<file path="config.mk">
export PLATFORM = sky130hd
export DESIGN_NAME = bounce_generator
export DESIGN_NICKNAME = d
export VERILOG_FILES = /design/src/rtl/bounce_gen_pkg.sv /design/src/rtl/bounce_generator_lfsr16.sv /design/src/rtl/bounce_generator.sv
export SDC_FILE = /design/constraint.sdc
export NUM_CORES = 1
export LEC_CHECK = 0
export BUFFER_PORTS_ARGS = -buffer_cell sky130_fd_sc_hd__buf_2
export CORE_MARGIN = 5
export CORE_UTILIZATION = 50
export DETAILED_ROUTE_END_ITERATION = 7
export GPL_TIMING_DRIVEN = 0
export PLACE_DENSITY_LB_ADDON = 0.12
export SLEW_MARGIN = 20
export SYNTH_ARGS = -nofsm -noshare
export SYNTH_HDL_FRONTEND = slang
export SYNTH_HIERARCHICAL = 1
export SYNTH_SLANG_ARGS = --single-unit
</file>
<file path="constraint.sdc">
create_clock -name clock -period 3.7 [get_ports clock]
set_input_delay 0.37 -clock clock [delete_from_list [all_inputs] [get_ports clock]]
set_output_delay 0.37 -clock clock [all_outputs]
set_load 0.02 [all_outputs]
</file>
<file path="src/rtl/bounce_gen_pkg.sv">
// Shared types and constants for the contact-bounce emulator.
// The optional abort input is enabled by defining BOUNCE_GEN_ABORT_EN;
// nothing in this package depends on it.
package bounce_gen_pkg;

    // Sequencer states of the bounce generator.
    typedef enum logic [1:0] {
        IDLE   = 2'd0,
        BOUNCE = 2'd1,
        SETTLE = 2'd2,
        DONE   = 2'd3
    } bg_state_t;

    // Galois feedback taps for the 16-bit pseudo-random source.
    localparam logic [15:0] LFSR_MASK = 16'hB400;

    // Seed substituted whenever an all-zero seed is requested (the
    // all-zero state is a lock-up state for an XOR LFSR).
    localparam logic [15:0] LFSR_DEFAULT_SEED = 16'hACE1;

    // One right-shift step of the Galois LFSR.
    function automatic logic [15:0] lfsr_next(input logic [15:0] cur);
        logic [15:0] shifted;
        shifted = {1'b0, cur[15:1]};
        if (cur[0]) begin
            lfsr_next = shifted ^ LFSR_MASK;
        end else begin
            lfsr_next = shifted;
        end
    endfunction

    // Replace the illegal all-zero seed by the default one.
    function automatic logic [15:0] lfsr_seed_fix(input logic [15:0] seed);
        if (seed == 16'h0000) begin
            lfsr_seed_fix = LFSR_DEFAULT_SEED;
        end else begin
            lfsr_seed_fix = seed;
        end
    endfunction

endpackage : bounce_gen_pkg

</file>
<file path="src/rtl/bounce_generator_lfsr16.sv">
// Free-running 16-bit Galois LFSR used as the gap randomiser.
// It advances on every clock edge out of reset, independent of what the
// bounce sequencer is doing, so gap lengths depend on when a request lands.
module lfsr16
    import bounce_gen_pkg::*;
#(
    parameter logic [15:0] SEED = LFSR_DEFAULT_SEED
) (
    input  logic        clock,
    input  logic        resetn,
    output logic [15:0] q
);

    localparam logic [15:0] SEED_EFF = lfsr_seed_fix(SEED);

    // LFSR register: loads the seed on reset, steps every cycle otherwise.
    always_ff @(posedge clock or negedge resetn) begin
        if (!resetn) begin
            q <= SEED_EFF;
        end else begin
            q <= lfsr_next(q);
        end
    end

endmodule : lfsr16

</file>
<file path="src/rtl/bounce_generator.sv">
// Contact-bounce emulator. On a request it moves bounced_o to the requested
// level through a burst of 2*BOUNCES+1 toggles separated by pseudo-random
// gaps of 1..2**GAP_W cycles, holds the level for SETTLE_CYCLES cycles and
// then reports completion.
//
// Optional feature: define BOUNCE_GEN_ABORT_EN to add the abort_i input,
// which forces bounced_o to the target and finishes the transition early.
//
// Request/complete handshake:
//   start_i/target_i are sampled only in IDLE while done_o is low; an accepted
//   request raises busy_o from the next cycle. busy_o stays high until the
//   cycle in which done_o pulses (busy_o is low in that cycle). Requests seen
//   while busy_o or done_o is high are dropped, never queued, so the earliest
//   new acceptance is the edge that ends the cycle after done_o.
//
// Timing of the completion: the FSM spends SETTLE_CYCLES cycles in SETTLE,
// one cycle in DONE, and done_o is the registered image of the DONE state, so
// the pulse appears in the cycle after DONE. A request whose target already
// equals bounced_o therefore completes SETTLE_CYCLES+2 cycles after the cycle
// in which start_i was presented.
module bounce_generator
    import bounce_gen_pkg::*;
#(
    parameter int          BOUNCES       = 3,
    parameter int          GAP_W         = 3,
    parameter int          SETTLE_CYCLES = 32,
    parameter logic [15:0] SEED          = 16'hACE1,
    parameter logic        INIT_LEVEL    = 1'b0
) (
    input  logic      clock,
    input  logic      resetn,
    input  logic      start_i,
    input  logic      target_i,
`ifdef BOUNCE_GEN_ABORT_EN
    input  logic      abort_i,
`endif
    output logic      bounced_o,
    output logic      busy_o,
    output logic      done_o,
    output bg_state_t state_dbg
);

    // Total toggles per transition; odd, so the last one lands on the target.
    localparam int TOGGLES = 2 * BOUNCES + 1;
    localparam int TOG_W   = $clog2(2 * BOUNCES + 2);
    localparam int GAP_CW  = GAP_W + 1;
    localparam int SET_W   = $clog2(SETTLE_CYCLES + 1);

    localparam logic [TOG_W-1:0]  TOG_LAST = TOG_W'(TOGGLES);
    localparam logic [TOG_W-1:0]  TOG_ONE  = TOG_W'(1);
    localparam logic [GAP_CW-1:0] GAP_ONE  = GAP_CW'(1);
    localparam logic [SET_W-1:0]  SET_LOAD = SET_W'(SETTLE_CYCLES);
    localparam logic [SET_W-1:0]  SET_ONE  = SET_W'(1);

    bg_state_t         state;
    logic              target_q;
    logic [TOG_W-1:0]  toggle_cnt;
    logic [GAP_CW-1:0] gap_cnt;
    logic [SET_W-1:0]  settle_cnt;

    logic [15:0]       lfsr_q;
    logic [GAP_CW-1:0] gap_load;
    logic              abort_req;
    logic              unused_lfsr_bits;

    lfsr16 #(
        .SEED (SEED)
    ) u_lfsr (
        .clock  (clock),
        .resetn (resetn),
        .q      (lfsr_q)
    );

    // Next gap length: 1 + low LFSR bits, i.e. 1..2**GAP_W cycles.
    assign gap_load = {1'b0, lfsr_q[GAP_W-1:0]} + GAP_ONE;

    // Only the low GAP_W bits of the LFSR shape the gaps.
    assign unused_lfsr_bits = ^lfsr_q[15:GAP_W];

`ifdef BOUNCE_GEN_ABORT_EN
    assign abort_req = abort_i;
`else
    assign abort_req = 1'b0;
`endif

    assign state_dbg = state;

    // Sequencer: state, gap/settle/toggle counters and all registered outputs.
    always_ff @(posedge clock or negedge resetn) begin
        if (!resetn) begin
            state      <= IDLE;
            target_q   <= INIT_LEVEL;
            toggle_cnt <= '0;
            gap_cnt    <= '0;
            settle_cnt <= '0;
            bounced_o  <= INIT_LEVEL;
            busy_o     <= 1'b0;
            done_o     <= 1'b0;
        end else begin
            // done_o pulses in the cycle following the single DONE cycle.
            done_o <= (state == DONE);

            case (state)
                IDLE: begin
                    busy_o <= 1'b0;
                    // A request during the done_o cycle is deliberately dropped.
                    if (start_i && !done_o) begin
                        target_q <= target_i;
                        busy_o   <= 1'b1;
                        if (target_i != bounced_o) begin
                            // First toggle happens right away; the rest follow in BOUNCE.
                            bounced_o  <= ~bounced_o;
                            toggle_cnt <= TOG_ONE;
                            gap_cnt    <= gap_load;
                            state      <= BOUNCE;
                        end else begin
                            // Already at the target: no toggles, just the settle hold.
                            settle_cnt <= SET_LOAD;
                            state      <= SETTLE;
                        end
                    end
                end

                BOUNCE: begin
                    if (abort_req) begin
                        bounced_o  <= target_q;
                        toggle_cnt <= '0;
                        gap_cnt    <= '0;
                        state      <= DONE;
                    end else if (gap_cnt == GAP_ONE) begin
                        if (toggle_cnt == TOG_LAST) begin
                            // Last toggle has had its full gap; start the stable hold.
                            toggle_cnt <= '0;
                            gap_cnt    <= '0;
                            settle_cnt <= SET_LOAD;
                            state      <= SETTLE;
                        end else begin
                            bounced_o  <= ~bounced_o;
                            toggle_cnt <= toggle_cnt + TOG_ONE;
                            gap_cnt    <= gap_load;
                        end
                    end else begin
                        gap_cnt <= gap_cnt - GAP_ONE;
                    end
                end

                SETTLE: begin
                    // By parity bounced_o already equals the target; hold it there.
                    bounced_o <= target_q;
                    if (abort_req) begin
                        settle_cnt <= '0;
                        state      <= DONE;
                    end else if (settle_cnt == SET_ONE) begin
                        settle_cnt <= '0;
                        state      <= DONE;
                    end else begin
                        settle_cnt <= settle_cnt - SET_ONE;
                    end
                end

                DONE: begin
                    busy_o <= 1'b0;
                    state  <= IDLE;
                end

                default: begin
                    busy_o <= 1'b0;
                    state  <= IDLE;
                end
            endcase
        end
    end

endmodule : bounce_generator

</file>
==> metrics.log <==
[metrics] Max Fclk: approximately 0.43 GHz
[metrics] PD cells: between 800 and 900 nW/um2
[metrics] y dimension of the die: about 68 um
[metrics] minimum clock period: approximately 2.3 ns
[metrics] Antenna Cells: 0
[metrics] Arrival @ worst endpoint: 2.58 ns
[metrics] Worst Path Required: 3.95 ns
[metrics] Pre-Repair DR Iteration Count: 4
[metrics] count of pins over their slew limit: 0
[metrics] length in cells of the worst reg-to-reg path: 8
[metrics] number of distinct standard cells referenced by the synthesized netlist: 43
[metrics] number of top-level design ports: 9
[metrics] number of antenna violations at the first check in global routing: 0
[metrics] gate count after technology mapping: 151
[metrics] crit-path most repeated cell: sky130_fd_sc_hd__clkbuf_1
[metrics] area of combinational cells with multiple inputs: approximately 740 um2
[metrics] cell area after layout: 1860 um2
[metrics] number of buffers between clock root and the deepest sink: 2
[metrics] most common flop cell mapped by yosys: sky130_fd_sc_hd__dfrtp_1
[metrics] first-pass GRT wire length: between 5 and 6 mm
[metrics] setup bufs post-CTS: 0
[metrics] Setup CP Type: flip-flop to flip-flop
[metrics] Placer Congestion: 0.768
[metrics] Worst Tran Pin Value: ~0.74 ns
[metrics] number of global-route vias before repair: 1174
[metrics] Layout Skew: 0.00415 ns
[metrics] horizontal die dimension: 68.0 um
[metrics] clock sink total: 35
[metrics] fraction of synthesis flops using an asynchronous set or reset pin: 1.00
[metrics] outcome: finished clean
[metrics] class of the tightest hold or removal check: primary input to asynchronous set/reset pin
[metrics] source-to-sink clock delay at the later pin of the worst-skew pair: 0.35 ns
[metrics] post-synthesis to final-layout area growth: 10.6%
[metrics] peak fanout along the critical path: 10
[metrics] Avg Synthesized Cell Area: 11.1 um2
[metrics] Reg-to-Reg End: gap_cnt[3]
[metrics] VDD IR max: about 450 uV
[metrics] Post-Route Utilization: 0.567
[metrics] max capacitance violation total: 0
[metrics] number of DRC markers after the initial detailed-route iteration: 66
[metrics] cell internal power dissipation: 916 uW
[metrics] Worst R2R Setup Slack: 1.37 ns
[metrics] peak per-stage delay on the critical path: ~0.45 ns
[metrics] number of hold violations in the final report: 0
[metrics] Comb pwr share: 0.474
[metrics] count of antenna-violating nets left after detailed routing: 0
[metrics] Switching Fraction: 0.419
[metrics] total number of vias: 1205
[metrics] sequential share of power: 0.351
[metrics] DR WL/cell: 14.8 um
[metrics] Critical-path top delay cell: sky130_fd_sc_hd__dfrtp_1
[metrics] total core area: 3280 um2
[metrics] FF+latch area: 886 um2
[metrics] post-detailed-route DRC marker count: 0
[metrics] number of enable-type register cells in the synthesized netlist: 0
[metrics] die footprint: 4630 um2
[metrics] overall routing resource usage: 0.158
[metrics] startpoint kind of the worst setup timing path: flip-flop
[metrics] Clk pin slew, worst setup/hold paths: 0.11 ns
[metrics] final wirelength: 3.15 mm
[metrics] post-synthesis instance area: 1680 um2
[metrics] series of cell instances along the critical path: inv_1 -> ha_1 -> clkbuf_1 -> nand3b_1 -> o22ai_1 -> clkbuf_1 -> o21ai_0 -> a22o_1
[metrics] Net Count, Synth: 166
[metrics] clock tree from TritonCTS: yes
[metrics] largest net degree at the start of global routing: 36
[metrics] Filler Cell Count: 293
[metrics] summed negative setup slack over all endpoints: 0 ns
[metrics] input/output buffers: 8
[metrics] # setup viols final: 0
[metrics] post-cts repair resize count: 0
[metrics] headroom to the max-slew limit: 0.506
[metrics] RSZ-0062 raised after global routing: no
[metrics] clock network fraction of total power: 0.175
[metrics] H-tree depth: 2
[metrics] CTS root buf: sky130_fd_sc_hd__clkbuf_4
[metrics] leftover overflow at the end of global routing: 0
[metrics] placed inst area: approximately 1800 um2
[metrics] Warnings, synthesis: 6
[metrics] switching component of the power: 661 uW
[metrics] number of synthesized register bits: 35
[metrics] fraction of layout instances using a drive strength above 1: 0.150
[metrics] leakage component of the power: roughly 0.84 nW
[metrics] number of clock buffers inserted by TritonCTS: 5
[metrics] Rows: 21
[metrics] final worst-path cycle share: 0.630
[metrics] via density per instance: 5.66
[metrics] part of the Yosys area used for sequential elements: 0.526
[metrics] Layout Nets: 181
[metrics] initial core utilization: 0.512
[metrics] # hold bufs at CTS: 0
[metrics] startpoint of the most critical register-to-register path: state_dbg[0]
[metrics] Detail Placement HPWL: 2.23 mm
[metrics] Critical Path Sink Type: flip-flop
per-stage QoR:
| stage | setup slack (ns) | total power, mW | hold WS (ns) | cells |
|---|---|---|---|---|
| after global routing | 1.21 | 1.70 | 0.119 | 213 |
| after CTS | 1.40 | 1.58 | 0.0927 | 213 |
| final | 1.37 | 1.58 | 0.0700 | 213 |
| after global placement | 1.46 | 1.27 | 0.336 | 205 |
| after floorplan | 1.67 | 1.11 | 0.0744 | 151 |
| after detailed placement | 1.42 | 1.29 | 0.337 | 205 |
worst max path at each step:
stage                       from         end  slack (ns)  depth (start not counted)
floorplan           state_dbg[1]  gap_cnt[3]        1.67                          8
global placement    state_dbg[0]  gap_cnt[3]        1.46                          8
detailed placement  state_dbg[0]  gap_cnt[3]        1.42                          8
CTS                 state_dbg[0]  gap_cnt[3]        1.40                          8
global route        state_dbg[0]  gap_cnt[3]        1.21                          8
finish              state_dbg[0]  gap_cnt[3]        1.37                          8
cells in the mapped netlist, types with 4 or more instances:
library cell	count	share of area
sky130_fd_sc_hd__nand3_1	4	0.012
sky130_fd_sc_hd__o22ai_1	4	0.015
sky130_fd_sc_hd__nand2b_1	4	0.015
sky130_fd_sc_hd__inv_1	10	0.022
sky130_fd_sc_hd__clkbuf_1	4	0.0089
sky130_fd_sc_hd__o21a_1	4	0.018
sky130_fd_sc_hd__o21ai_1	6	0.018
sky130_fd_sc_hd__nand2_1	5	0.011
sky130_fd_sc_hd__xor2_1	4	0.021
sky130_fd_sc_hd__dfstp_2	8	0.12
sky130_fd_sc_hd__dfrtp_1	27	0.40
sky130_fd_sc_hd__ha_1	11	0.082
sky130_fd_sc_hd__nor2_1	8	0.018
sky130_fd_sc_hd__o211ai_1	4	0.018
registers in the layout, summed over array words and instances, names as in the netlist:
register	cells
bounced_o	1
busy_o	1
done_o	1
gap_cnt	4
settle_cnt	6
state_dbg	2
target_q	1
toggle_cnt	3
u_lfsr/q	16
cells by family after synthesis:
logic type               share of synthesized area
flip-flops                                   0.526
XOR/XNOR                                    0.0312
multiplexers                                0.0312
adder cells (fa/ha/maj)                     0.0818
AO/OA/AOI/OAI                                0.154
AND/OR/NAND/NOR                              0.141
buffers and inverters                       0.0342
layout make-up:
type / instances / area share
Sequential cell: 35 / 0.476
Multi-Input combinational cell: 101 / 0.397
Tap cell: 46 / 0.0309
Clock inverter: 3 / 0.0235
Timing Repair Buffer: 8 / 0.0215
Clock buffer: 5 / 0.0202
Inverter: 10 / 0.0202
Buffer: 5 / 0.0108
power by group through the flow:
stage          Sequential, mW  Combinational, mW  Clock, mW
6_report                0.554              0.747      0.276
5_1_grt                 0.565              0.830      0.302
4_1_cts                 0.551              0.745      0.281
3_5_place_dp            0.558              0.736          0
3_3_place_gp            0.553              0.712          0
2_1_floorplan           0.571              0.542          0
critical path: cells and delay by family, from the launching register on:
kind | cells | cell delay (ns)
AO/OA/AOI/OAI | 3 | 0.61
adder cells (fa/ha/maj) | 1 | 0.14
buffers and inverters | 3 | 0.82
flip-flops | 1 | 0.45
AND/OR/NAND/NOR | 1 | 0.22
metal layers:
layer	GRT usage	wire, um	up-vias
met4	0.0670	34	0
met2	0.237	1420	20
met5	0	0	-
met1	0.207	1550	600
li1	-	-	581
met3	0.0542	134	4
cell usage in the layout, fill, tap and decap left out, types with 3 or more instances in the layout:
cell and instances:
sky130_fd_sc_hd__nand3_1 4, sky130_fd_sc_hd__mux2i_1 3, sky130_fd_sc_hd__inv_1 10, sky130_fd_sc_hd__nor2_1 8, sky130_fd_sc_hd__nor3_1 3, sky130_fd_sc_hd__xor2_1 4
sky130_fd_sc_hd__o211ai_1 4, sky130_fd_sc_hd__clkbuf_1 4, sky130_fd_sc_hd__dfrtp_1 27, sky130_fd_sc_hd__o21ai_1 6, sky130_fd_sc_hd__o22ai_1 4, sky130_fd_sc_hd__dfstp_2 8
sky130_fd_sc_hd__clkbuf_4 5, sky130_fd_sc_hd__buf_2 9, sky130_fd_sc_hd__o21a_1 4, sky130_fd_sc_hd__ha_1 11, sky130_fd_sc_hd__nand4_1 3, sky130_fd_sc_hd__nand2_1 5
sky130_fd_sc_hd__a21oi_1 3, sky130_fd_sc_hd__nand2b_1 4
Power figures use the tool's default switching activity.
